File: src/rtl/k053260_pkg.sv
// k053260_pkg
// Shared widths, the 13-bit floating-point word layout and the
// word-to-PCM conversion used by the 053260 DAC stream receiver.
package k053260_pkg;

  localparam int WORD_W = 13;
  localparam int MANT_W = 10;
  localparam int EXP_W  = 3;
  localparam int PCM_W  = 16;

  // Bit order matches the serial word: D[12:10] exponent, D[9:0] mantissa.
  typedef struct packed {
    logic [EXP_W-1:0]  exp;
    logic [MANT_W-1:0] mant;
  } k053260_word_t;

  // Mantissa is offset binary; flipping the MSB gives a signed 10-bit value.
  // Exponent 0 is silence, 1..7 scale by 2^(E-1). The largest shift (6)
  // keeps the result inside 16 bits, so no saturation is needed.
  function automatic logic [PCM_W-1:0] fp_to_pcm(input k053260_word_t w);
    logic [PCM_W-1:0] ext;
    ext = {{(PCM_W-MANT_W+1){~w.mant[MANT_W-1]}}, w.mant[MANT_W-2:0]};
    case (w.exp)
      3'd0:    return {PCM_W{1'b0}};
      default: return ext << (w.exp - 3'd1);
    endcase
  endfunction

endpackage

File: src/rtl/k053260_fp_decode.sv
// k053260_fp_decode
// Registered decode stage for one channel: converts a latched 13-bit
// floating-point word to signed 16-bit PCM one clock after load.
// Ports:
//   clk   - system clock
//   rst   - asynchronous active-high reset
//   load  - word was latched on the previous clock; decode it now
//   word  - latched 13-bit word {exp[2:0], mant[9:0]}
//   pcm   - signed 16-bit sample (registered)
//   valid - one-clock pulse when pcm updates
module k053260_fp_decode
  import k053260_pkg::*;
(
  input  logic              clk,
  input  logic              rst,
  input  logic              load,
  input  logic [WORD_W-1:0] word,
  output logic [PCM_W-1:0]  pcm,
  output logic              valid
);

  // Output register and valid pulse; a load every clock is sustained.
  always_ff @(posedge clk or posedge rst) begin
    if (rst) begin
      pcm   <= {PCM_W{1'b0}};
      valid <= 1'b0;
    end else begin
      valid <= load;
      if (load) begin
        pcm <= fp_to_pcm(k053260_word_t'(word));
      end
    end
  end

endmodule

File: src/rtl/k053260_dac_rx.sv
// k053260_dac_rx
// Receiver for the 053260 serial DAC link (YM3012 side). SO is shifted in
// LSB first on SY rising edges; an SH1 falling edge latches the left word,
// an SH2 falling edge the right word. Each latched word is decoded to
// signed 16-bit PCM one clock later, with a one-clock VALID pulse.
// Optional build macro K053260_DAC_RX_FRAME_CHECK_EN adds a sticky
// FRAME_ERR flag for frames shorter than MIN_BITS SY rises; without it
// FRAME_ERR is tied low.
// Ports:
//   CLK       - system clock (SY runs at CLK/2, synchronous)
//   RES       - asynchronous active-high reset
//   SY        - serial bit clock
//   SH1, SH2  - left/right latch strobes, falling edge active
//   SO        - serial data, LSB first
//   L_OUT     - signed left sample      R_OUT   - signed right sample
//   L_VALID   - left update pulse       R_VALID - right update pulse
//   FRAME_ERR - sticky short-frame flag
module k053260_dac_rx
  import k053260_pkg::*;
#(
  parameter int SHIFT_LEN = 16,
  parameter int MIN_BITS  = 13
) (
  input  logic        CLK,
  input  logic        RES,
  input  logic        SY,
  input  logic        SH1,
  input  logic        SH2,
  input  logic        SO,
  output logic [15:0] L_OUT,
  output logic [15:0] R_OUT,
  output logic        L_VALID,
  output logic        R_VALID,
  output logic        FRAME_ERR
);

  if (SHIFT_LEN < WORD_W + 1 || MIN_BITS < 0 || MIN_BITS > 31) begin : g_cfg_check
    $error("k053260_dac_rx: unsupported SHIFT_LEN or MIN_BITS");
  end

  logic                 sy_d_r;
  logic                 sh1_d_r;
  logic                 sh2_d_r;
  logic [SHIFT_LEN-1:0] sr_r;
  logic [SHIFT_LEN-1:0] sr_next_s;
  k053260_word_t        word_s;
  k053260_word_t        raw_l_r;
  k053260_word_t        raw_r_r;
  logic                 ld_l_r;
  logic                 ld_r_r;
  logic                 sy_rise_s;
  logic                 sh1_fall_s;
  logic                 sh2_fall_s;
  logic                 unused_s;

  assign sy_rise_s  = ~sy_d_r & SY;
  assign sh1_fall_s = sh1_d_r & ~SH1;
  assign sh2_fall_s = sh2_d_r & ~SH2;

  // Next shift-register value; latches use it so a bit shifted in on the
  // same clock as a strobe edge is part of the latched word.
  always_comb begin
    sr_next_s = sr_r;
    if (sy_rise_s) begin
      sr_next_s = {SO, sr_r[SHIFT_LEN-1:1]};
    end else begin
      sr_next_s = sr_r;
    end
  end

  // The word is the 13 most recent bits, newest at the MSB.
  assign word_s = sr_next_s[SHIFT_LEN-1 -: WORD_W];

  // Older shift stages only provide depth; they never reach the decoder.
  assign unused_s = ^{sr_r[0], sr_next_s[SHIFT_LEN-WORD_W-1:0]};

  // Edge-detect history and the serial shift register.
  always_ff @(posedge CLK or posedge RES) begin
    if (RES) begin
      sy_d_r  <= 1'b0;
      sh1_d_r <= 1'b0;
      sh2_d_r <= 1'b0;
      sr_r    <= {SHIFT_LEN{1'b0}};
    end else begin
      sy_d_r  <= SY;
      sh1_d_r <= SH1;
      sh2_d_r <= SH2;
      sr_r    <= sr_next_s;
    end
  end

  // Raw word latches plus the load flags that launch the decode stage.
  always_ff @(posedge CLK or posedge RES) begin
    if (RES) begin
      raw_l_r <= k053260_word_t'({WORD_W{1'b0}});
      raw_r_r <= k053260_word_t'({WORD_W{1'b0}});
      ld_l_r  <= 1'b0;
      ld_r_r  <= 1'b0;
    end else begin
      ld_l_r <= sh1_fall_s;
      ld_r_r <= sh2_fall_s;
      if (sh1_fall_s) begin
        raw_l_r <= word_s;
      end
      if (sh2_fall_s) begin
        raw_r_r <= word_s;
      end
    end
  end

  k053260_fp_decode u_dec_l (
    .clk   (CLK),
    .rst   (RES),
    .load  (ld_l_r),
    .word  (raw_l_r),
    .pcm   (L_OUT),
    .valid (L_VALID)
  );

  k053260_fp_decode u_dec_r (
    .clk   (CLK),
    .rst   (RES),
    .load  (ld_r_r),
    .word  (raw_r_r),
    .pcm   (R_OUT),
    .valid (R_VALID)
  );

`ifdef K053260_DAC_RX_FRAME_CHECK_EN
  logic [4:0] bit_cnt_r;
  logic       frame_err_r;

  // Count SY rises since the last strobe; a short frame sets the sticky
  // flag. A rise coinciding with the strobe belongs to the next frame.
  always_ff @(posedge CLK or posedge RES) begin
    if (RES) begin
      bit_cnt_r   <= 5'd0;
      frame_err_r <= 1'b0;
    end else if (sh1_fall_s || sh2_fall_s) begin
      if (bit_cnt_r < 5'(MIN_BITS)) begin
        frame_err_r <= 1'b1;
      end
      bit_cnt_r <= sy_rise_s ? 5'd1 : 5'd0;
    end else if (sy_rise_s && (bit_cnt_r != 5'd31)) begin
      bit_cnt_r <= bit_cnt_r + 5'd1;
    end
  end

  assign FRAME_ERR = frame_err_r;
`else
  assign FRAME_ERR = 1'b0;
`endif

endmodule

File: config.mk
export PLATFORM = sky130hd
export DESIGN_NAME = k053260_dac_rx
export DESIGN_NICKNAME = d
export VERILOG_FILES = /design/src/rtl/k053260_pkg.sv /design/src/rtl/k053260_fp_decode.sv /design/src/rtl/k053260_dac_rx.sv
export SDC_FILE = /design/constraint.sdc
export NUM_CORES = 1
export LEC_CHECK = 0
export CORE_UTILIZATION = 56
export CTS_CLUSTER_DIAMETER = 30
export CTS_CLUSTER_SIZE = 10
export DETAILED_ROUTE_END_ITERATION = 7
export GPL_ROUTABILITY_DRIVEN = 0
export PLACE_DENSITY = 0.85
export SLEW_MARGIN = 20
export SYNTH_ARGS = -nofsm -noshare
export SYNTH_HDL_FRONTEND = slang
export SYNTH_SLANG_ARGS = --single-unit
File: constraint.sdc
create_clock -name CLK -period 2.8 [get_ports CLK]
set_input_delay 0.28 -clock CLK [delete_from_list [all_inputs] [get_ports CLK]]
set_output_delay 0.28 -clock CLK [all_outputs]
set_load 0.01 [all_outputs]
; ---- Word-level counts from Yosys, hierarchy flattened
; Index checks and enable logic that the tools add are counted.
[word_totals]
out_inout_bits = 35
inputBits = 6
ff_bits = 81
wordCells = 32
[classes]
n_bitwise = 8
n_shift = 2
n_reduce_logical = 2
mux = 3
add_sub_neg = 2
[ops]
columns = op, n
row1 = 16-bit two-way mux, 3
row2 = 16-bit by 3-bit left shift with 16-bit output, 2
row3 = 3-bit zero test, 2
row4 = "3-bit by 1-bit subtractor with 3-bit output, second input constant", 2
row5 = 1-bit NOT, 5
row6 = 1-bit AND, 3

; ---- Logic depth before layout (Yosys ltp)
[logic_depth]
depth_word = 3
depth_mapped = 7

; ---- Modules after synthesis
; Synthesis repeated with hierarchy kept, for this count alone.
[unflattened]
cells_unflattened = 322
area_unflattened_um2 = 3644.7
[modules_own_cells]
columns = module, cells_per_inst, instances, area_each_um2
row1 = k053260_fp_decode, 92, 2, 1014.7
row2 = k053260_dac_rx, 138, 1, 1615.3

; ---- Worst setup path after synthesis
; Ideal clock, no wire load.
[synth_timing]
path_kind = register to register
startpoint = register raw_r_r[10] in the netlist's numbering
endpoint = register u_dec_r.pcm[8]
t_arrival_ns = 1.663
slack_ns = 0.998
path_stages_with_launch = 8
period_less_slack_ns = 1.802
required_ns = 2.660
setup_ns = 0.140
path_buffers = 2
cell_sequence = dfrtp_1 inv_1 ha_1 buf_4 buf_6 mux2_1 mux2i_1 o221ai_1
[synth_between]
elab_chain_cells = 3
elab_cells_between_ends = 4
classes_between = add/sub: 1 / shift: 1 / mux: 1 / reduce/logical: 1
[synth_lines]
columns = element, line_no
row1 = start: declaration, k053260_dac_rx.sv:48  ; k053260_word_t raw_r_r;
row2 = start signal: assignment, k053260_dac_rx.sv:96  ; raw_r_r <= k053260_word_t'({WORD_W{1'b0}});
row3 = start signal: assignment, k053260_dac_rx.sv:106  ; raw_r_r <= word_s;
row4 = 3-bit by 1-bit subtractor with 3-bit output, k053260_pkg.sv:25  ; default: return ext << (w.exp - 3'd1);
row5 = 16-bit by 3-bit left shift with 16-bit output, k053260_pkg.sv:25
row6 = 16-bit two-way mux *, k053260_pkg.sv:23  ; case (w.exp)
row7 = end signal: assignment, k053260_fp_decode.sv:25  ; pcm <= {PCM_W{1'b0}};
row8 = end signal: assignment, k053260_fp_decode.sv:30  ; pcm <= fp_to_pcm(k053260_word_t'(word));
row9 = end: declaration, k053260_fp_decode.sv:18  ; output logic [PCM_W-1:0] pcm,
; Mark *: on every way between the ends. The rest lies on a longest branch, timed or not.
; A chain may end at the register's enable or synchronous reset.

; ---- Final worst setup path
; Same ends and word-level chain as after synthesis.

==> run summary <==
status: complete, no violations
initial DRC count: 120
remaining antenna violation count: 0
Hold Vio Cnt, Final: 0
core area: 6350 µm²
mapped cell area: 3690 µm²
post-synth cell types: 40
post-synthesis sequential area ratio: 52.9%
Design Power: 4.40 mW
final cycle utilization of the critical path: 77.2%
Hold WC Path Type: primary input to asynchronous set/reset pin
Final WS setup: 639 ps
Via Count: 2,524
Ports: 41
RSZ-0062 raised after global routing: no
Worst Max-Slew Pin Slew: 853 ps
critical register-to-register path endpoint: u_dec_r.pcm[8]$_DFFE_PP0P_
Worst R2R Setup Slack: 640 ps
Peak VDD IR: 0.591 mV
share of the synthesized area in the top cell type: 52.9%
Die Area: 6920 µm²
Post-CTS Resized: 0
worst reg2reg startpoint: raw_r_r[10]$_DFFE_PP0P_
Post-CTS Setup Repair Bufs: 0
Routed WL: 7.07 mm
met2 Usage GRT: 36.4%
Leak: 1.97 nW
vias per cell: 5.72
final setup fails: 0
total global routing overflow: 0
met3 Use GR: 4.08%
hold buffer count at cts: 0
dpl hpwl: 5.01 mm
Yosys top cell by area: dfrtp_1
Place WS: 529 ps
#FFs+latches synth: 78
synth warn: 0
worst relative slew slack: 43.1%
layout cells sized above 1: 13.2%
Max clock buf depth: 2
most frequent cells in the layout: 78 x dfrtp_1, 39 x clkdlybuf4s50_1, 32 x inv_1, 32 x nand2_1, 28 x o21ai_0
initial core utilization: 58.1%
global-route wire length before repair: 12.5 mm
DRT Pass-1 Iters: 4
CP Launch Type: register
Crit Path Max Fanout: 15
top cells by area, synth: dfrtp_1 53%, mux2i_1 6.5%, o221ai_1 5.0%
layer with the highest usage: met2
IO Port Bufs: 39
Max-cap violations: 0
Final #Nets: 369
Root Buffer: clkbuf_8
Final Max Tran Viols: 0
cts bufs inserted: 9
clk_lat worst skew: 360 ps
clock period minus worst slack: 2160 ps
ANT cells: 0
clock skew: 8.33 ps
Worst Reg2Reg Path Length in Cells: 5
Arr. time, crit path: 2350 ps
FF+latch area: 1950 µm²
pin count of the biggest net entering global routing: 60
fillers: 476
htree depth: 3
Synth Net Count: 337
Clock transition at path regs: 80 ps
Power per Cell Area: 1030 nW/µm²
met1 GRT Util: 30.8%
Die H: 83.2 µm
CTS tree: done
clock sinks: 78
# rows: 29
gr usage total: 22.9%
vias in the first global route: 2,541
Max Fclk: 0.463 GHz
CP Class: register to register
WL/cell: 16.0 µm
initial antenna violation count: 0
WP data required: 2990 ps
most common cell after layout, fill and taps aside: dfrtp_1
Die W: 83.2 µm
Worst Setup End Kind: register
# DRC: 0
Synth Area per Inst: 11.3 µm²
footprint of the multi-input gates: 1450 µm²
Syn Inst Count: 327
setup TNS: 0 ps
area grow syn2layout: 16.0%
==> cell usage after synthesis <==
cell,instances
dfrtp_1,78
inv_1,33
nand2_1,32
o21ai_0,29
nand2b_1,26
mux2i_1,24
o221ai_1,21
mux2_2,13
clkbuf_1,8
o22ai_1,8
buf_4,5
buf_2,4
buf_6,4
ha_1,4
nor2b_1,4
mux2_4,3
a21oi_1,2
a31oi_2,2
mux2_1,2
mux4_2,2
o21ai_1,2
o221ai_2,2
o31ai_1,2
a32oi_1,1
and3b_1,1
and3b_2,1
buf_8,1
clkbuf_8,1
conb_1,1
inv_2,1
mux2i_2,1
nand3_1,1
nand3_2,1
nor3_1,1
nor3b_1,1
nor4b_1,1
nor4b_2,1
o32a_1,1
or2b_2,1
or3b_1,1
==> sequential cells by signal, indices dropped and copies added (netlist names) <==
name           flops
sh2_d_r            1
u_dec_l.valid      1
sh1_d_r            1
u_dec_r.valid      1
raw_l_r           13
sy_d_r             1
u_dec_r.pcm       16
sr_r              13
u_dec_l.pcm       16
ld_r_r             1
ld_l_r             1
raw_r_r           13
==> layer usage <==
layer	up-vias	routed length [µm]	share of wire, %
met5	-	0	0
met4	0	143	2.0
met3	13	245	3.5
met2	57	3430	48
met1	1244	3260	46
li1	1210	-	-
==> layout make-up <==
type	instances	share of cell area [%]
Clock inverter	4	1.64
Tap cell	77	2.25
Multi-Input combinational cell	192	33.9
Timing Repair Buffer	44	10.3
Inverter	34	2.98
Clock buffer	12	3.39
Sequential cell	78	45.6
==> metrics by stage <==
step	instance area (µm²)	std cells	utilization, %	hold slack (ps)
floorplan	3690	327	-	311
global placement	4070	425	64.0	471
detailed placement	4070	425	64.0	476
CTS	4280	441	67.4	258
global route	4280	441	67.4	308
finish	4280	441	67.4	244
==> how the worst max path moves through the flow <==
stage,from,endpoint,slack [ps],cells past startpoint
2_1_floorplan,RES,ld_l_r$_DFF_PP0_,520,1
3_3_place_gp,raw_r_r[10]$_DFFE_PP0P_,u_dec_r.pcm[15]$_DFFE_PP0P_,660,5
3_5_place_dp,raw_r_r[10]$_DFFE_PP0P_,u_dec_r.pcm[15]$_DFFE_PP0P_,530,5
4_1_cts,raw_r_r[10]$_DFFE_PP0P_,u_dec_r.pcm[15]$_DFFE_PP0P_,500,5
5_1_grt,raw_r_r[10]$_DFFE_PP0P_,u_dec_r.pcm[7]$_DFFE_PP0P_,500,5
6_report,raw_r_r[10]$_DFFE_PP0P_,u_dec_r.pcm[8]$_DFFE_PP0P_,640,5
==> critical path: stages, from the launching register on <==
cell and delay [ps]:
dfrtp_1 350, inv_1 110, ha_1 670, mux2_2 420, mux2i_1 280, o221ai_1 180
==> power breakdown <==
group          switching, mW  internal (mW)
Clock                  0.392          0.524
Combinational          0.837          0.845
Sequential             0.294           1.51
Total                   1.52           2.88
==> cells by family after synthesis <==
| family | Yosys count | share of synthesized area, % |
|---|---|---|
| adder cells (fa/ha/maj) | 4 | 1.36 |
| buffers and inverters | 57 | 7.83 |
| AND/OR/NAND/NOR | 72 | 10.7 |
| AO/OA/AOI/OAI | 70 | 13.2 |
| multiplexers | 45 | 13.9 |
| flip-flops | 78 | 52.9 |
| other | 1 | 0.102 |
Note: power is estimated with default switching activity, not from simulation.
